## src/rtl/tx_huge_page_rd_req_pkg.sv

```systemverilog
// -----------------------------------------------------------------------------
// tx_huge_page_rd_req_pkg
// Purpose : Shared definitions for the huge-page read-request generator:
//           TLP fmt/type codes (same values as the RX-side defines), FSM state
//           encoding, TRN remainder codes and the header-beat builders.
// Ports   : none (package)
// -----------------------------------------------------------------------------
package tx_huge_page_rd_req_pkg;

  // {fmt[1:0], type[4:0]} for memory read requests
  localparam logic [6:0] FMT_TYPE_MRD32 = 7'b00_00000;
  localparam logic [6:0] FMT_TYPE_MRD64 = 7'b01_00000;

  // TRN trem_n codes: all 8 bytes valid, upper 4 bytes valid, no beat
  localparam logic [7:0] TREM_N_FULL  = 8'h00;
  localparam logic [7:0] TREM_N_UPPER = 8'h0F;
  localparam logic [7:0] TREM_N_IDLE  = 8'hFF;

  typedef enum logic [2:0] {
    ST_IDLE  = 3'd0,
    ST_ISSUE = 3'd1,
    ST_H0    = 3'd2,
    ST_H1    = 3'd3,
    ST_DRAIN = 3'd4,
    ST_FREE  = 3'd5
  } state_e;

  // First header beat: DW0 in [63:32], DW1 (requester ID / tag / BEs) in [31:0]
  function automatic logic [63:0] build_h0(input logic        is64,
                                           input logic [9:0]  len_dw,
                                           input logic [15:0] req_id,
                                           input logic [4:0]  tag);
    logic [6:0] fmt_type;
    fmt_type = is64 ? FMT_TYPE_MRD64 : FMT_TYPE_MRD32;
    return {1'b0, fmt_type, 1'b0, 3'b000, 4'b0000, 1'b0, 1'b0, 2'b00, 2'b00, len_dw,
            req_id, 3'b000, tag, 4'hF, 4'hF};
  endfunction

  // Second header beat: 64-bit address for MRd64, 32-bit address left-justified for MRd32
  function automatic logic [63:0] build_h1(input logic        is64,
                                           input logic [63:0] addr);
    return is64 ? {addr[63:32], addr[31:2], 2'b00}
                : {addr[31:2], 2'b00, 32'h0000_0000};
  endfunction

endpackage

```

## src/rtl/tx_huge_page_rd_req_if.sv

```systemverilog
// -----------------------------------------------------------------------------
// tx_huge_page_rd_req_if
// Purpose : TRN transmit bus (64-bit, active-low framing/handshake).
// Modports: master - drives data/framing, samples trn_tdst_rdy_n
//           slave  - sink side, drives trn_tdst_rdy_n
// -----------------------------------------------------------------------------
interface tx_huge_page_rd_req_if;
  logic [63:0] trn_td;
  logic [7:0]  trn_trem_n;
  logic        trn_tsof_n;
  logic        trn_teof_n;
  logic        trn_tsrc_rdy_n;
  logic        trn_tdst_rdy_n;
  logic        trn_tsrc_dsc_n;
  logic        trn_terrfwd_n;

  modport master (
    output trn_td, trn_trem_n, trn_tsof_n, trn_teof_n, trn_tsrc_rdy_n,
           trn_tsrc_dsc_n, trn_terrfwd_n,
    input  trn_tdst_rdy_n
  );

  modport slave (
    input  trn_td, trn_trem_n, trn_tsof_n, trn_teof_n, trn_tsrc_rdy_n,
           trn_tsrc_dsc_n, trn_terrfwd_n,
    output trn_tdst_rdy_n
  );
endinterface

```

## src/rtl/tx_huge_page_rd_req.sv

```systemverilog
// -----------------------------------------------------------------------------
// tx_huge_page_rd_req
// Purpose : Fetches two alternating host huge pages by issuing MRd32/MRd64
//           TLPs of up to MAX_RD_QW qwords on the TRN TX bus, limiting the
//           number of un-completed reads to MAX_OUTSTANDING, and returns each
//           page to the driver with a one-cycle free pulse once every read of
//           it has completed.
// Ports   : trn_clk, reset (sync, active-high)
//           huge_page_addr_1/2, huge_page_qwords_1/2, huge_page_status_1/2 (in)
//           huge_page_free_1/2 (out, pulse)
//           cfg_completer_id (in), cpl_done (in, pulse)
//           trn : TRN TX bus, master side
// -----------------------------------------------------------------------------
module tx_huge_page_rd_req
  import tx_huge_page_rd_req_pkg::*;
#(
  parameter int MAX_RD_QW       = 64,
  parameter int MAX_OUTSTANDING = 8
) (
  input  logic                 trn_clk,
  input  logic                 reset,
  input  logic [63:0]          huge_page_addr_1,
  input  logic [63:0]          huge_page_addr_2,
  input  logic [31:0]          huge_page_qwords_1,
  input  logic [31:0]          huge_page_qwords_2,
  input  logic                 huge_page_status_1,
  input  logic                 huge_page_status_2,
  output logic                 huge_page_free_1,
  output logic                 huge_page_free_2,
  input  logic [15:0]          cfg_completer_id,
  input  logic                 cpl_done,
  tx_huge_page_rd_req_if.master trn
);

  localparam logic [31:0] MAX_RD_QW_W = 32'(MAX_RD_QW);
  localparam logic [5:0]  MAX_OUT_W   = 6'(MAX_OUTSTANDING);

  state_e      r_state, w_state_nxt;
  logic        r_cur_page2, w_cur_page2_nxt;   // 0 = page 1, 1 = page 2
  logic [4:0]  r_tag, w_tag_nxt;
  logic [5:0]  r_outstanding, w_outstanding_nxt;
  logic [31:0] r_remaining, w_remaining_nxt;
  logic [63:0] r_rd_addr, w_rd_addr_nxt;
  logic        w_accept, w_h1_accept, w_status;
  logic [31:0] w_len_qw, w_len_qw_nxt;

  logic [63:0] r_td, w_td_nxt;
  logic [7:0]  r_trem_n, w_trem_n_nxt;
  logic        r_tsof_n, r_teof_n, r_tsrc_rdy_n, r_free_1, r_free_2;

  function automatic logic [31:0] len_of(input logic [31:0] rem);
    return (rem < MAX_RD_QW_W) ? rem : MAX_RD_QW_W;
  endfunction

  assign w_accept = !r_tsrc_rdy_n && !trn.trn_tdst_rdy_n;
  assign w_status = r_cur_page2 ? huge_page_status_2 : huge_page_status_1;
  assign w_len_qw = len_of(r_remaining);

  // next-state and request bookkeeping
  always_comb begin
    w_state_nxt     = r_state;
    w_cur_page2_nxt = r_cur_page2;
    w_tag_nxt       = r_tag;
    w_remaining_nxt = r_remaining;
    w_rd_addr_nxt   = r_rd_addr;
    w_h1_accept     = 1'b0;
    unique case (r_state)
      ST_IDLE: begin
        if (w_status) begin
          w_rd_addr_nxt   = r_cur_page2 ? huge_page_addr_2 : huge_page_addr_1;
          w_remaining_nxt = r_cur_page2 ? huge_page_qwords_2 : huge_page_qwords_1;
          w_state_nxt     = (w_remaining_nxt == 32'd0) ? ST_FREE : ST_ISSUE;
        end else begin
          w_state_nxt = ST_IDLE;
        end
      end
      ST_ISSUE: begin
        if (r_outstanding < MAX_OUT_W) w_state_nxt = ST_H0;
        else                           w_state_nxt = ST_ISSUE;
      end
      ST_H0: begin
        if (w_accept) w_state_nxt = ST_H1;
        else          w_state_nxt = ST_H0;
      end
      ST_H1: begin
        if (w_accept) begin
          w_h1_accept     = 1'b1;
          w_rd_addr_nxt   = r_rd_addr + {29'd0, w_len_qw, 3'b000};
          w_remaining_nxt = r_remaining - w_len_qw;
          w_tag_nxt       = r_tag + 5'd1;
          w_state_nxt     = (w_remaining_nxt == 32'd0) ? ST_DRAIN : ST_ISSUE;
        end else begin
          w_state_nxt = ST_H1;
        end
      end
      ST_DRAIN: begin
        if (r_outstanding == 6'd0) w_state_nxt = ST_FREE;
        else                       w_state_nxt = ST_DRAIN;
      end
      ST_FREE: begin
        w_cur_page2_nxt = !r_cur_page2;
        w_state_nxt     = ST_IDLE;
      end
      default: w_state_nxt = ST_IDLE;
    endcase
  end

  // outstanding count: simultaneous issue and completion cancel; saturate at 0
  always_comb begin
    w_outstanding_nxt = r_outstanding;
    if (w_h1_accept && !cpl_done) begin
      w_outstanding_nxt = r_outstanding + 6'd1;
    end else if (!w_h1_accept && cpl_done && (r_outstanding != 6'd0)) begin
      w_outstanding_nxt = r_outstanding - 6'd1;
    end else begin
      w_outstanding_nxt = r_outstanding;
    end
  end

  // Beat contents are decoded from the next-state values and registered, so a
  // beat stays constant for as long as the FSM sits in H0/H1 waiting for accept.
  assign w_len_qw_nxt = len_of(w_remaining_nxt);

  // beat data / remainder for the upcoming cycle
  always_comb begin
    w_td_nxt     = 64'd0;
    w_trem_n_nxt = TREM_N_IDLE;
    unique case (w_state_nxt)
      ST_H0: begin
        w_td_nxt     = build_h0(|w_rd_addr_nxt[63:32], 10'(w_len_qw_nxt * 32'd2),
                                cfg_completer_id, w_tag_nxt);
        w_trem_n_nxt = TREM_N_FULL;
      end
      ST_H1: begin
        w_td_nxt     = build_h1(|w_rd_addr_nxt[63:32], w_rd_addr_nxt);
        w_trem_n_nxt = (|w_rd_addr_nxt[63:32]) ? TREM_N_FULL : TREM_N_UPPER;
      end
      default: begin
        w_td_nxt     = 64'd0;
        w_trem_n_nxt = TREM_N_IDLE;
      end
    endcase
  end

  // state and bookkeeping registers
  always_ff @(posedge trn_clk) begin
    if (reset) begin
      r_state       <= ST_IDLE;
      r_cur_page2   <= 1'b0;
      r_tag         <= 5'd0;
      r_outstanding <= 6'd0;
      r_remaining   <= 32'd0;
      r_rd_addr     <= 64'd0;
    end else begin
      r_state       <= w_state_nxt;
      r_cur_page2   <= w_cur_page2_nxt;
      r_tag         <= w_tag_nxt;
      r_outstanding <= w_outstanding_nxt;
      r_remaining   <= w_remaining_nxt;
      r_rd_addr     <= w_rd_addr_nxt;
    end
  end

  // registered TRN outputs and free pulses
  always_ff @(posedge trn_clk) begin
    if (reset) begin
      r_td         <= 64'd0;
      r_trem_n     <= TREM_N_IDLE;
      r_tsof_n     <= 1'b1;
      r_teof_n     <= 1'b1;
      r_tsrc_rdy_n <= 1'b1;
      r_free_1     <= 1'b0;
      r_free_2     <= 1'b0;
    end else begin
      r_td         <= w_td_nxt;
      r_trem_n     <= w_trem_n_nxt;
      r_tsof_n     <= (w_state_nxt != ST_H0);
      r_teof_n     <= (w_state_nxt != ST_H1);
      r_tsrc_rdy_n <= !((w_state_nxt == ST_H0) || (w_state_nxt == ST_H1));
      r_free_1     <= (w_state_nxt == ST_FREE) && !w_cur_page2_nxt;
      r_free_2     <= (w_state_nxt == ST_FREE) && w_cur_page2_nxt;
    end
  end

  assign trn.trn_td         = r_td;
  assign trn.trn_trem_n     = r_trem_n;
  assign trn.trn_tsof_n     = r_tsof_n;
  assign trn.trn_teof_n     = r_teof_n;
  assign trn.trn_tsrc_rdy_n = r_tsrc_rdy_n;
  assign trn.trn_tsrc_dsc_n = 1'b1;
  assign trn.trn_terrfwd_n  = 1'b1;
  assign huge_page_free_1   = r_free_1;
  assign huge_page_free_2   = r_free_2;

endmodule
```

## src/flat_wrapper.sv

```systemverilog
// flat-port wrapper written by rule: the top's interface ports become plain ports
module tx_huge_page_rd_req_flat import tx_huge_page_rd_req_pkg::*;
#(
  parameter int MAX_RD_QW       = 64,
  parameter int MAX_OUTSTANDING = 8
)
  (trn_clk, reset, huge_page_addr_1, huge_page_addr_2, huge_page_qwords_1, huge_page_qwords_2, huge_page_status_1, huge_page_status_2, huge_page_free_1, huge_page_free_2, cfg_completer_id, cpl_done, trn_trn_td, trn_trn_trem_n, trn_trn_tsof_n, trn_trn_teof_n, trn_trn_tsrc_rdy_n, trn_trn_tsrc_dsc_n, trn_trn_terrfwd_n, trn_trn_tdst_rdy_n);
  tx_huge_page_rd_req_if trn_i ();
  input  logic trn_clk;
  input  logic reset;
  input  logic [63:0] huge_page_addr_1;
  input  logic [63:0] huge_page_addr_2;
  input  logic [31:0] huge_page_qwords_1;
  input  logic [31:0] huge_page_qwords_2;
  input  logic huge_page_status_1;
  input  logic huge_page_status_2;
  output logic huge_page_free_1;
  output logic huge_page_free_2;
  input  logic [15:0] cfg_completer_id;
  input  logic cpl_done;
  output wire logic [$bits(trn_i.trn_td)-1:0] trn_trn_td;
  output wire logic [$bits(trn_i.trn_trem_n)-1:0] trn_trn_trem_n;
  output wire logic [$bits(trn_i.trn_tsof_n)-1:0] trn_trn_tsof_n;
  output wire logic [$bits(trn_i.trn_teof_n)-1:0] trn_trn_teof_n;
  output wire logic [$bits(trn_i.trn_tsrc_rdy_n)-1:0] trn_trn_tsrc_rdy_n;
  output wire logic [$bits(trn_i.trn_tsrc_dsc_n)-1:0] trn_trn_tsrc_dsc_n;
  output wire logic [$bits(trn_i.trn_terrfwd_n)-1:0] trn_trn_terrfwd_n;
  input wire logic [$bits(trn_i.trn_tdst_rdy_n)-1:0] trn_trn_tdst_rdy_n;
  assign trn_trn_td = trn_i.trn_td;
  assign trn_trn_trem_n = trn_i.trn_trem_n;
  assign trn_trn_tsof_n = trn_i.trn_tsof_n;
  assign trn_trn_teof_n = trn_i.trn_teof_n;
  assign trn_trn_tsrc_rdy_n = trn_i.trn_tsrc_rdy_n;
  assign trn_trn_tsrc_dsc_n = trn_i.trn_tsrc_dsc_n;
  assign trn_trn_terrfwd_n = trn_i.trn_terrfwd_n;
  assign trn_i.trn_tdst_rdy_n = trn_trn_tdst_rdy_n;
  tx_huge_page_rd_req #(.MAX_RD_QW(MAX_RD_QW), .MAX_OUTSTANDING(MAX_OUTSTANDING)) u_core (.trn_clk(trn_clk), .reset(reset), .huge_page_addr_1(huge_page_addr_1), .huge_page_addr_2(huge_page_addr_2), .huge_page_qwords_1(huge_page_qwords_1), .huge_page_qwords_2(huge_page_qwords_2), .huge_page_status_1(huge_page_status_1), .huge_page_status_2(huge_page_status_2), .huge_page_free_1(huge_page_free_1), .huge_page_free_2(huge_page_free_2), .cfg_completer_id(cfg_completer_id), .cpl_done(cpl_done), .trn(trn_i));
endmodule
```

## config.mk

```make
export PLATFORM = sky130hd
export DESIGN_NAME = tx_huge_page_rd_req_flat
export DESIGN_NICKNAME = d
export VERILOG_FILES = /design/src/rtl/tx_huge_page_rd_req_pkg.sv /design/src/rtl/tx_huge_page_rd_req_if.sv /design/src/rtl/tx_huge_page_rd_req.sv /design/src/flat_wrapper.sv
export SDC_FILE = /design/constraint.sdc
export NUM_CORES = 1
export LEC_CHECK = 0
export ABC_AREA = 1
export CAP_MARGIN = 20
export CORE_MARGIN = 4
export CORE_UTILIZATION = 50
export DETAILED_ROUTE_END_ITERATION = 12
export GPL_TIMING_DRIVEN = 1
export PLACE_DENSITY = 0.77
export SETUP_SLACK_MARGIN = 0.2
export SLEW_MARGIN = 5
export SYNTH_ARGS = -nofsm -noshare
export SYNTH_HDL_FRONTEND = slang
export SYNTH_SLANG_ARGS = --single-unit
```

## constraint.sdc

```tcl
create_clock -name trn_clk -period 7.8 [get_ports trn_clk]
set_clock_uncertainty 0.2 [all_clocks]
set_input_delay 1.56 -clock trn_clk [delete_from_list [all_inputs] [get_ports trn_clk]]
set_output_delay 1.56 -clock trn_clk [all_outputs]
set_load 0.005 [all_outputs]
```

# After elaboration in Yosys (flattened, before gate mapping)
# Index checks and enable logic that the tools add are counted.
dict set report classes {
  n_lt_le_gt_ge 3
  n_addsub 5
  eq_ne 12
  n_reduce_logical 23
  mux 31
}
# cell count
set op_table {}
lappend op_table {{64-bit two-way mux} 4}
lappend op_table {{64-bit one-hot mux with 2 select lines} 2}
lappend op_table {{32-bit two-way mux} 4}
lappend op_table {{64-bit by 35-bit adder with 64-bit output} 1}
lappend op_table {{32-bit logical NOT} 2}
lappend op_table {{32-bit by 7-bit < comparator with 1-bit output, second input constant} 2}
lappend op_table {{32-bit one-hot mux with 2 select lines} 1}
lappend op_table {{32-bit OR reduction} 1}
lappend op_table {{32-bit subtractor} 1}
lappend op_table {{6-bit two-way mux} 3}
lappend op_table {{8-bit one-hot mux with 2 select lines} 1}
lappend op_table {{3-bit one-hot mux with 5 select lines} 1}
lappend op_table {{3-bit by 2-bit equality test with 1-bit output, second input constant} 4}
lappend op_table {{3-bit two-way mux} 4}
lappend op_table {{5-bit two-way mux} 2}
lappend op_table {{3-bit equality test, second input constant} 3}
lappend op_table {{9-bit two-way mux} 1}
lappend op_table {{1-bit logical NOT} 7}
lappend op_table {{6-bit by 1-bit adder with 6-bit output, second input constant} 1}
lappend op_table {{1-bit logical AND} 6}
lappend op_table {{6-bit logical NOT} 1}
lappend op_table {{6-bit by 4-bit < comparator with 1-bit output, second input constant} 1}
lappend op_table {{1-bit two-way mux} 6}
lappend op_table {{3-bit by 2-bit inequality test with 1-bit output, second input constant} 2}
lappend op_table {{other kinds (11)} 13}
dict set report word_totals {
  register_bits 188
  inputBits 214
}

# Depth between registers and ports, before layout
# Gate-level depths: netlist (run 1).
dict set report depth {
  depth_word 10
  mapped_depth 34
  depth_no_buf 32
}

# Least setup slack after synthesis (run 1)
# No wires, ideal clock.
dict set report synth_timing {
  kind {input port to flip-flop}
  from {in trn_trn_tdst_rdy_n}
  to {reg u_core.r_outstanding[5]}
  stages 15
  setup_slack_ns 3.271
  arrival_ns 4.209
  path_cell_list {nor2_1 > inv_2 > nor2_1 > inv_1 > clkbuf_1 > or2_2 > ha_1 > a21oi_1 > nand2_1 > nand2_1 > nand2_1 > a21oi_1 > mux2_2 > o21ai_0 > a21oi_1}
}
dict set report synth_via {
  elab_chain_cells 8
}
# item line
set synth_lines {}
lappend synth_lines {{start: declaration} flat_wrapper.sv:28} ;# input wire logic [$bits(trn_i.trn_tdst_rdy_n)-1:0] trn_trn_tdst_rdy_n;
lappend synth_lines {{1-bit logical NOT (*)} tx_huge_page_rd_req.sv:55} ;# assign w_accept = !r_tsrc_rdy_n && !trn.trn_tdst_rdy_n;
lappend synth_lines {{1-bit logical AND (*)} tx_huge_page_rd_req.sv:55}
lappend synth_lines {{1-bit two-way mux (*)} tx_huge_page_rd_req.sv:86} ;# if (w_accept) begin
lappend synth_lines {{1-bit two-way mux (*)} tx_huge_page_rd_req.sv:67} ;# unique case (r_state)
lappend synth_lines {{1-bit logical NOT} tx_huge_page_rd_req.sv:113} ;# end else if (!w_h1_accept && cpl_done && (r_outstanding != 6'd0)) begin
lappend synth_lines {{1-bit logical AND (2 in series)} tx_huge_page_rd_req.sv:113}
lappend synth_lines {{2-bit nonzero test (no line)} --}
lappend synth_lines {{end signal: assignment} tx_huge_page_rd_req.sv:158} ;# r_outstanding <= w_outstanding_nxt;
lappend synth_lines {{end: declaration} tx_huge_page_rd_req.sv:41} ;# logic [5:0] r_outstanding, w_outstanding_nxt;
# Every way passes the cells marked *; elsewhere a longest branch is shown, timed or not.
# A chain may end at the register's enable or synchronous reset.

# Final worst setup path (run 1)
dict set report layout_timing {
  from {reg u_core.r_remaining[25]}
  to {reg u_core.r_td[47] (netlist: u_core.trn.trn_td[47])}
}
dict set report layout_via {
  elab_chain_cells 9
}
# item line
set layout_lines {}
lappend layout_lines {{start: declaration} tx_huge_page_rd_req.sv:42} ;# logic [31:0] r_remaining, w_remaining_nxt;
lappend layout_lines {{start signal: assignment} tx_huge_page_rd_req.sv:159} ;# r_remaining <= w_remaining_nxt;
lappend layout_lines {{32-bit by 7-bit < comparator with 1-bit output} tx_huge_page_rd_req.sv:52} ;# return (rem < MAX_RD_QW_W) ? rem : MAX_RD_QW_W;
lappend layout_lines {{32-bit two-way mux} tx_huge_page_rd_req.sv:52}
lappend layout_lines {{32-bit subtractor} tx_huge_page_rd_req.sv:89} ;# w_remaining_nxt = r_remaining - w_len_qw;
lappend layout_lines {{32-bit logical NOT} tx_huge_page_rd_req.sv:91} ;# w_state_nxt = (w_remaining_nxt == 32'd0) ? ST_DRAIN : ST_ISSUE;
lappend layout_lines {{3-bit two-way mux} tx_huge_page_rd_req.sv:91}
lappend layout_lines {{3-bit two-way mux} tx_huge_page_rd_req.sv:86}
lappend layout_lines {{3-bit one-hot mux with 5 select lines} tx_huge_page_rd_req.sv:67}
lappend layout_lines {{3-bit by 2-bit equality test with 1-bit output} tx_huge_page_rd_req.sv:128} ;# unique case (w_state_nxt)
lappend layout_lines {{64-bit one-hot mux with 2 select lines (*)} tx_huge_page_rd_req.sv:128}
lappend layout_lines {{end signal: assignment} tx_huge_page_rd_req.sv:175} ;# r_td <= w_td_nxt;
lappend layout_lines {{end: declaration} tx_huge_page_rd_req.sv:47} ;# logic [63:0] r_td, w_td_nxt;
# Every way passes the cells marked *; elsewhere a longest branch is shown, timed or not. The select of a mux whose other input is x is not followed.

==> qor.csv, run 1 <==
stage,metric,value,unit
critical_path,endpoint,u_core.trn.trn_td[47],
routing,wl_per_cell,19.3,um
yosys,yosysUniqueCellTypes,62,
critical_path,setup.worst_path.start,u_core.r_remaining[25],
pwr,comb_power_share,0.563,
yosys,synthArstFlopShare,0,
timing,finalSetupTns,0,ns
yosys,synth_cells,2348,
pwr,net-switching-power,0.00264,W
outcome,status,"complete, no violations",
global_routing,use_met1,0.469,
clock_network,numCtsBuffers,17,
cells_and_area,final_cell_mix,"nand2_1 (741), nor2_1 (368), clkdlybuf4s50_1 (285), inv_1 (238), dfxtp_1 (177)",
critical_path,crit_path_frequent_cell,nor2_1,
routing,wirelength,57000,um
timing,drv_slew,0,
critical_path,critical-path-max-stage-delay,0.51,ns
timing,fmax,178,MHz
global_routing,grt.total_usage,0.364,
pwr,p_sw_frac,0.512,
yosys,synth_edf_count,0,
timing,min_period,5.63,ns
place,gp_congestion,1.05,
pwr,pwr-share-clk,0.182,
timing,holdWs,0.280,ns
min_path,worstHoldPathType,reg2reg,
critical_path,cp-end-kind,register,
cells_and_area,nets,2855,
floorplanning,initial_utilization,0.509,
cells_and_area,fill_cells,2577,
yosys,yosys.area.top_type_share,0.260,
yosys,ys_top_cells_by_area,"dfxtp_1 (26%), nand2_1 (20%), nor2_1 (10%)",
clock_network,cts.sinks,178,
pwr,peakVddDrop,0.225,mV
global_routing,grt_max_degree,86,
yosys,ys_ff_latch,178,
pwr,p_int,0.00252,W
global_routing,grt_pass1_vias,15900,
place,dp_hpwl,44700,um
cells_and_area,final_cells,2956,
global_routing,gr-max-usage-layer,met2,
place,io_buffers,286,
floorplanning,die_h,174,um
critical_path,worstReg2RegEnd,u_core.trn.trn_td[47],
timing,relSlewSlack,0.340,
yosys,netlist_area,13700,um^2
global_routing,antenna_found_initial,1,
routing,avgViaCountPerCell,5.65,
clock_network,ctsHoldBuffers,0,
global_routing,gr-usage-met2,0.589,
global_routing,grt_pass1_wl,87500,um
yosys,yosys.area.top_type,dfxtp_1,
timing,timing.final.crit_share,0.722,
yosys,synth_warnings,0,
floorplanning,placementRows,60,
yosys,yosysSeqAreaShare,0.260,
timing,hold_viol,0,
clock_network,post_cts_buffers,0,
critical_path,critical_path_class,reg2reg,
clock_network,cts-root-buf,clkbuf_16,
clock_network,cts-resized-gates,0,
cells_and_area,layout_commonest_cell,nand2_1,
critical_path,r2r_cells,29,
timing,rsz0062_at_grt,false,
routing,route.detailed.drc,0,
pwr,seqPwrFrac,0.255,
critical_path,start_kind,register,
cells_and_area,finish.utilization,0.645,
floorplanning,io_pins,293,
routing,ant_nets,0,
routing,via_count,16700,
clock_network,clkLatencyLatePin,0.46,ns
place,place_inst,2923,
clock_network,clk_pin_slew,0.09,ns
critical_path,required,7.99,ns
yosys,synth_area_per_cell,5.84,um^2
floorplanning,core,27000,um^2
flow_run,drv_cap,0,
critical_path,path_max_fanout,21,
timing,setup_viol_count_final,0,
global_routing,grt_overflow,0,
yosys,yosys_most_used_dff,dfxtp_1,
global_routing,use_met3,0.0674,
clock_network,cts_htree_levels,4,
critical_path,slowest_stage,dfxtp_1,
pwr,p_leak,8.03,nW
clock_network,tritoncts,yes,
cells_and_area,drive_gt1_frac,0.0543,
pwr,power_density,297,nW/um^2
critical_path,timing.rr.start,u_core.r_remaining[25],
clock_network,clockBufferDepth,2,
critical_path,r2r_slack,2.17,ns
critical_path,cp.arrival,5.81,ns
timing,worst_pin_slew,0.990,ns
pwr,total_power,0.00516,W
routing,first_pass_iters,6,
cells_and_area,area_growth,26.8,%
routing,first_iter_violations,1843,
floorplanning,dieArea,30100,um^2
floorplanning,die_x,174,um
==> layout make-up <==
type	instances	area [um^2]	area share
Timing Repair Buffer	300	2960	0.170
Antenna cell	1	2.50	0.000144
Clock inverter	15	203	0.0117
Sequential cell	178	3570	0.205
Inverter	257	967	0.0556
Multi-Input combinational cell	1847	8840	0.508
Clock buffer	17	425	0.0245
Tap cell	341	427	0.0245
==> layer usage <==
layer  routed length [um]  vias to the layer above
met5                    8                        -
met4                 3040                        2
met3                 5060                      165
met2                25400                      840
met1                23500                     7612
li1                     -                     8076
==> power by group through the flow <==
stage / Combinational (W) / Clock (W) / Sequential, W
2_1_floorplan: 0.00190 / 0 / 0.00128
3_3_place_gp: 0.00274 / 0 / 0.00132
3_5_place_dp: 0.00277 / 0 / 0.00133
4_1_cts: 0.00279 / 0.000940 / 0.00131
5_1_grt: 0.00317 / 0.000977 / 0.00134
6_report: 0.00290 / 0.000938 / 0.00132
==> worst max-delay path, delay by kind of cell (launching register included) <==
family	cells	cell delay, ns
adder cells (fa/ha/maj)	2	0.71
AND/OR/NAND/NOR	24	3.59
flip-flops	1	0.51
AO/OA/AOI/OAI	1	0.17
buffers and inverters	2	0.37
==> stage by stage <==
step	setup slack [ns]	instance area (um^2)
after floorplan	3.27	13800
final	2.17	17400
after global routing	1.83	17400
after global placement	1.89	16800
after detailed placement	1.86	16800
after CTS	2.32	17400
==> logic make-up after synthesis <==
| group | after synthesis | share of synthesized area |
|---|---|---|
| simple gates | 1440 | 0.446 |
| buf+inv | 349 | 0.103 |
| compound gates | 315 | 0.136 |
| flops | 178 | 0.260 |
| fa+ha+maj | 40 | 0.0376 |
| xor+xnor | 13 | 0.00830 |
| mux | 11 | 0.00812 |
| other cells | 2 | 0.000548 |
==> how the worst min path moves through the flow <==
stage / cells past startpoint / slack (ns) / to / start
global route: 2 / 0.33 / u_core.r_outstanding[5] / u_core.r_outstanding[5]
global placement: 2 / 0.25 / u_core.r_outstanding[5] / u_core.r_outstanding[5]
floorplan: 2 / 0.24 / u_core.r_outstanding[5] / u_core.r_outstanding[5]
CTS: 2 / 0.28 / u_core.r_outstanding[5] / u_core.r_outstanding[5]
finish: 2 / 0.28 / u_core.r_outstanding[5] / u_core.r_outstanding[5]
detailed placement: 2 / 0.27 / u_core.r_outstanding[5] / u_core.r_outstanding[5]
==> state kept, by name, summed over array words and instances, names as in the netlist <==
register and count:
u_core.r_tag 5, u_core.huge_page_free_2 1, u_core.trn.trn_td 63, u_core.huge_page_free_1 1, u_core.r_cur_page2 1, u_core.trn.trn_trem_n 2
u_core.r_state 3, u_core.r_rd_addr 62, u_core.r_outstanding 6, u_core.trn.trn_teof_n 1, u_core.r_remaining 32, u_core.trn.trn_tsof_n 1
==> synth_stat cells, types with 3 or more instances <==
cell type / count
nor2_4: 7
nand3_2: 6
nand2_1: 741
buf_6: 5
o21bai_1: 6
a221oi_1: 19
o21ai_0: 96
buf_4: 13
nand3b_1: 3
nand2_4: 3
o2111ai_1: 9
nor3_1: 31
o31ai_1: 4
ha_1: 38
clkbuf_1: 51
nand2_2: 18
o22ai_1: 3
nand3_1: 163
o211ai_1: 5
or2_2: 26
nor2_2: 6
o21ai_1: 4
a22oi_1: 7
buf_1: 8
nand4_1: 39
xor2_1: 8
a31oi_1: 4
dfxtp_1: 178
and2_1: 3
o32ai_1: 11
nor2_1: 370
o21a_1: 3
xnor2_1: 5
mux2i_1: 10
buf_2: 14
inv_1: 239
nor4_1: 15
a21oi_1: 128
inv_2: 15
a211oi_1: 7
No activity file was read; power rests on OpenSTA's default activity.
==> run 2, diff against run 1 <==
clock period = 5.5 ns   (was 7.8 ns; I/O delays follow)
==> run 2 against run 1 <==
- sequential power grew 42%
- sequential share of layout area down 0.13 points
- cell count up 0.34%
- clock power rose by 41%
- critical path depth rose by 1
- total power grew 44%
- utilization is 0.43 points higher
- fmax rose by 13%
- flip-flop and latch count is the same
- via count increased by 0.26%
- global-route usage rose by 0.70 points
- combinational power rose by 46%
==> qor.csv, run 2 (same netlist as run 1, synthesis figures left out) <==
stage,metric,value,unit,change
timing,timing.final.crit_share,0.907,,+0.185
floorplanning,core,27000,um^2,unchanged
critical_path,cp-end-kind,register,,
critical_path,start_kind,register,,
floorplanning,initial_utilization,0.509,,unchanged
floorplanning,dieArea,30100,um^2,unchanged
critical_path,path_max_fanout,18,,-14%
clock_network,clkLatencyLatePin,0.45,ns,about the same
timing,fmax,201,MHz,+13%
floorplanning,placementRows,60,,unchanged
outcome,status,"complete, no violations",,
routing,route.detailed.drc,0,,unchanged
global_routing,grt_overflow,0,,unchanged
cells_and_area,fill_cells,2527,,-1.9%
pwr,p_sw_frac,0.513,,+0.00170
place,dpl_cell_area,16800,um^2,+0.39%
global_routing,grt_max_degree,86,,unchanged
floorplanning,die_x,174,um,unchanged
clock_network,numCtsBuffers,17,,unchanged
pwr,seqPwrFrac,0.253,,-0.002
cells_and_area,area_growth,27.6,%,
routing,wl_per_cell,19.7,um,+2.1%
routing,first_pass_iters,6,,unchanged
timing,holdWs,0.271,ns,-0.00874 ns
global_routing,antenna_found_initial,0,,-1
cells_and_area,finish.instance_area,17500,um^2,+0.66%
critical_path,critical_path_class,reg2reg,,
cells_and_area,final_cell_mix,"nand2_1 (741), nor2_1 (368), clkdlybuf4s50_1 (285), inv_1 (238), dfxtp_1 (177)",,
place,preCtsSetupSlack,0.479,ns,-1.38 ns
timing,finalSetupTns,0,ns,unchanged
global_routing,grt.total_usage,0.371,,+0.00700
clock_network,cts-root-buf,clkbuf_16,,
critical_path,slowest_stage,dfxtp_1,,
pwr,power_density,424,nW/um^2,+43%
clock_network,cts_htree_levels,4,,unchanged
critical_path,cp.arrival,5.14,ns,-0.67 ns
timing,rsz0062_at_grt,false,,
clock_network,clockBufferDepth,2,,unchanged
routing,via_count,16700,,+0.26%
clock_network,tritoncts,yes,,
critical_path,crit_path_frequent_cell,nand2_1,,
timing,relSlewSlack,0.338,,-0.00220
place,io_buffers,286,,unchanged
global_routing,grt_pass1_vias,15900,,-0.094%
clock_network,clk_pin_slew,0.09,ns,about the same
pwr,pwr-share-clk,0.178,,-0.004
min_path,worstHoldPathType,reg2reg,,
timing,hold_viol,0,,unchanged
floorplanning,io_pins,293,,unchanged
timing,setup_viol_count_final,0,,unchanged
timing,worst_pin_slew,0.983,ns,-0.00709 ns
critical_path,critical-path-max-stage-delay,0.46,ns,-0.05 ns
pwr,p_leak,8.11,nW,+1.1%
timing,drv_slew,0,,unchanged
cells_and_area,largest_reg_flops,63,,unchanged
pwr,comb_power_share,0.569,,+0.006
clock_network,cts.sinks,178,,unchanged
cells_and_area,layout_commonest_cell,nand2_1,,
cells_and_area,nets,2866,,+0.39%
cells_and_area,n_antenna_cell,0,,-1
routing,ant_nets,0,,unchanged
flow_run,drv_cap,0,,unchanged
timing,timing.final.ws_setup,0.513,ns,-1.66 ns
timing,min_period,4.99,ns,-0.641 ns
pwr,peakVddDrop,0.370,mV,+64%
cells_and_area,drive_gt1_frac,0.0587,,+0.00434
place,gp_congestion,1.01,,-3.4%
place,dp_hpwl,45900,um,+2.6%
pwr,p_int,0.00361,W,+43%
floorplanning,die_h,174,um,unchanged
routing,first_iter_violations,1568,,-15%
global_routing,grt_pass1_wl,88600,um,+1.2%
critical_path,required,5.65,ns,-2.34 ns
routing,wirelength,58400,um,+2.5%
routing,avgViaCountPerCell,5.64,,about the same
pwr,net-switching-power,0.00381,W,+44%
==> run 2: final cells by class <==
class                   count  area, um^2  area share
multi-input cells        1848        8860       0.506
well taps                 341         427      0.0244
repair buffers            310        3060       0.175
flip-flops and latches    178        3570       0.204
inverters                 257         970      0.0554
clock inverters            15         196      0.0112
clock buffers              17         425      0.0243
==> run 2: path summary, 6_finish.rpt <==
path,start,depth (start not counted),slack [ns],to
worst max-delay path,u_core.r_remaining[20],30,0.51,u_core.trn.trn_td[23]
worst min-delay path,u_core.r_outstanding[5],2,0.27,u_core.r_outstanding[5]
worst min register to register,u_core.r_outstanding[5],2,0.27,u_core.r_outstanding[5]
worst max register to register,u_core.r_remaining[20],30,0.51,u_core.trn.trn_td[23]
==> run 2: power groups by stage <==
stage / Combinational [W] / Sequential (W) / Clock [W]
floorplan: 0.00270 / 0.00181 / 0
global placement: 0.00396 / 0.00188 / 0
detailed placement: 0.00400 / 0.00188 / 0
CTS: 0.00402 / 0.00186 / 0.00132
global route: 0.00459 / 0.00191 / 0.00137
finish: 0.00422 / 0.00188 / 0.00132
==> run 2: worst max-delay path: cells and delay by family, from the launching register on <==
family	cells	cell delay [ns]
flops	1	0.46
compound gates	1	0.18
fa+ha+maj	2	0.67
simple gates	23	2.79
buf+inv	4	0.53
==> run 2: per-layer routing <==
metal,GRT usage,vias up,routed length [um]
li1,-,8080,-
met1,0.466,7592,23300
met2,0.612,898,26800
met3,0.0772,169,5340
met4,0.175,0,3050
met5,0,-,0
==> run 2: repair_timing <==
action                                  CTS  global route
resized for setup                         0             3
endpoints found under the setup margin    0            55
hold buffers                              0             0
setup buffers                             0             3
==> run 2: through the flow <==
step                      cells  utilization  power (W)
after floorplan            2374            -    0.00451
after global placement     2930        0.624    0.00584
after detailed placement   2930        0.624    0.00588
after CTS                  2962        0.647    0.00719
after global routing       2966        0.650    0.00786
final                      2966        0.650    0.00741
==> run 3, diff against run 2 <==
REMOVE_ABC_BUFFERS = 1   (was unset)
SKIP_CTS_REPAIR_TIMING = 1   (was unset)
==> run 3 against run 2 <==
- clock power is essentially flat
- critical path depth shrank 3
- combinational power shrank 2%
- register-to-register slack gained 0.04 ns
- flip-flop and latch count is the same
- setup slack gained 0.038 ns
- wire length shrank 6.6%
==> qor.csv, run 3 (same netlist as run 1, synthesis figures left out) <==
stage,metric,value,unit,change
outcome,status,"complete, no violations",,
place,dp_hpwl,42300,um,-7.8%
clock_network,cts-root-buf,clkbuf_16,,
critical_path,start_kind,register,,
clock_network,clkLatencyLatePin,0.46,ns,about the same
cells_and_area,area_growth,27.9,%,
cells_and_area,fill_cells,2617,,+3.6%
pwr,power_density,416,nW/um^2,-1.7%
routing,avgViaCountPerCell,5.60,,-0.73%
cells_and_area,drive_gt1_frac,0.0615,,+0.00286
floorplanning,die_x,174,um,unchanged
pwr,peakVddDrop,0.330,mV,-11%
clock_network,clk_pin_slew,0.09,ns,about the same
cells_and_area,final_cells,2974,,+0.27%
global_routing,grt_pass1_vias,15600,,-1.8%
place,preCtsSetupSlack,0.395,ns,-0.0838 ns
min_path,worstHoldPathType,reg2reg,,
timing,min_period,4.95,ns,-0.0380 ns
critical_path,cp-end-kind,register,,
cells_and_area,n_antenna_cell,0,,unchanged
clock_network,cts.sinks,178,,unchanged
cells_and_area,nets,2874,,+0.28%
timing,relSlewSlack,0.433,,+0.0954
critical_path,path_max_fanout,12,,-6
timing,timing.final.crit_share,0.900,,-0.00691
routing,wl_per_cell,18.4,um,-6.8%
timing,fmax,202,MHz,+0.77%
global_routing,grt_overflow,0,,unchanged
routing,route.detailed.drc,0,,unchanged
place,io_buffers,286,,unchanged
global_routing,grt_max_degree,86,,unchanged
timing,finalSetupTns,0,ns,unchanged
timing,hold_viol,0,,unchanged
routing,ant_nets,0,,unchanged
timing,drv_slew,0,,unchanged
floorplanning,initial_utilization,0.509,,unchanged
clock_network,clockBufferDepth,2,,unchanged
timing,timing.final.ws_setup,0.551,ns,+0.0380 ns
timing,setup_viol_count_final,0,,unchanged
floorplanning,core,27000,um^2,unchanged
floorplanning,die_h,174,um,unchanged
flow_run,drv_cap,0,,unchanged
critical_path,critical_path_class,reg2reg,,
routing,via_count,16700,,-0.47%
clock_network,tritoncts,yes,,
floorplanning,dieArea,30100,um^2,unchanged
global_routing,grt.total_usage,0.349,,-0.0221
routing,first_iter_violations,1578,,+0.64%
timing,worst_pin_slew,0.844,ns,-0.139 ns
place,place_inst,2939,,+0.31%
pwr,p_leak,8.15,nW,+0.42%
cells_and_area,final_cell_mix,"nand2_1 (740), nor2_1 (368), clkdlybuf4s50_1 (285), inv_1 (238), dfxtp_1 (177)",,
cells_and_area,largest_reg_flops,63,,unchanged
cells_and_area,layout_commonest_cell,nand2_1,,
floorplanning,io_pins,293,,unchanged
floorplanning,placementRows,60,,unchanged
critical_path,required,5.61,ns,-0.04 ns
pwr,total_power,0.00730,W,-1.5%
clock_network,cts_htree_levels,4,,unchanged
routing,wirelength,54600,um,-6.6%
timing,rsz0062_at_grt,false,,
routing,first_pass_iters,6,,unchanged
global_routing,grt_pass1_wl,84900,um,-4.1%
place,gp_congestion,1.04,,+2.4%
clock_network,numCtsBuffers,17,,unchanged
critical_path,cp.arrival,5.06,ns,-0.08 ns
global_routing,antenna_found_initial,0,,unchanged
-- run 3: changes by cell type in the layout (fill, tap and decap cells not counted), moves of 2 or more --
cell and change:
inv_12 -2, inv_6 -3, clkinv_4 +2, buf_4 +9, inv_8 +3
-- run 3: path summary, 6_finish.rpt --
check | start | to | slack [ns] | cells after the start
worst min register to register | u_core.r_outstanding[5] | u_core.r_outstanding[5] | 0.28 | 2
worst min-delay path | u_core.r_outstanding[5] | u_core.r_outstanding[5] | 0.28 | 2
worst max register to register | u_core.r_remaining[22] | u_core.trn.trn_td[41] | 0.55 | 27
worst max-delay path | u_core.r_remaining[22] | u_core.trn.trn_td[41] | 0.55 | 27
-- run 3: area by class of cell --
cell class / count / area [um^2] / share of cell area
repair buffers: 319 / 3130 / 0.178
clock buffers: 17 / 425 / 0.0242
flip-flops and latches: 178 / 3570 / 0.203
inverters: 257 / 967 / 0.0551
multi-input cells: 1847 / 8840 / 0.504
clock inverters: 15 / 181 / 0.0103
well taps: 341 / 427 / 0.0243
-- run 3: worst max-delay path, stage by stage (launching register included) --
cell and delay, ns:
dfxtp_1 0.42, inv_2 0.07, nand2_1 0.13, nor2_1 0.08, nand2_1 0.12, nor2_4 0.05, nand2_4 0.10, buf_4 0.21
nor2_1 0.10, fa_1 0.51, nand3_1 0.14, nand3_2 0.17, nand2_1 0.10, nand2_1 0.16, nand2_1 0.11, nand3_1 0.17
nand2_1 0.13, nand2_2 0.16, a21oi_1 0.17, nor2_1 0.06, nor2_1 0.20, nand2_1 0.11, nor2_1 0.10, nand3_1 0.14
nor2_4 0.22, nand2_4 0.15, nor2_1 0.43, nor3b_1 0.09
-- run 3: power breakdown --
| group | switching, W | internal [W] |
|---|---|---|
| Clock | 0.000684 | 0.000622 |
| Sequential | 0.000279 | 0.00158 |
| Combinational | 0.00274 | 0.00140 |
-- run 3: through the flow --
stage	area [um^2]	hold slack [ns]	utilization
2_1_floorplan	13400	0.242	-
3_3_place_gp	16900	0.251	0.627
3_5_place_dp	16900	0.266	0.627
4_1_cts	17500	0.281	0.650
5_1_grt	17500	0.326	0.651
6_report	17500	0.280	0.651
-- run 3: per-layer routing --
metal,routed length [um],global-route usage,vias to the layer above
met5,0,0,-
met4,1600,0.106,0
met3,5090,0.0567,116
met2,24400,0.563,835
met1,23600,0.483,7621
li1,-,-,8089
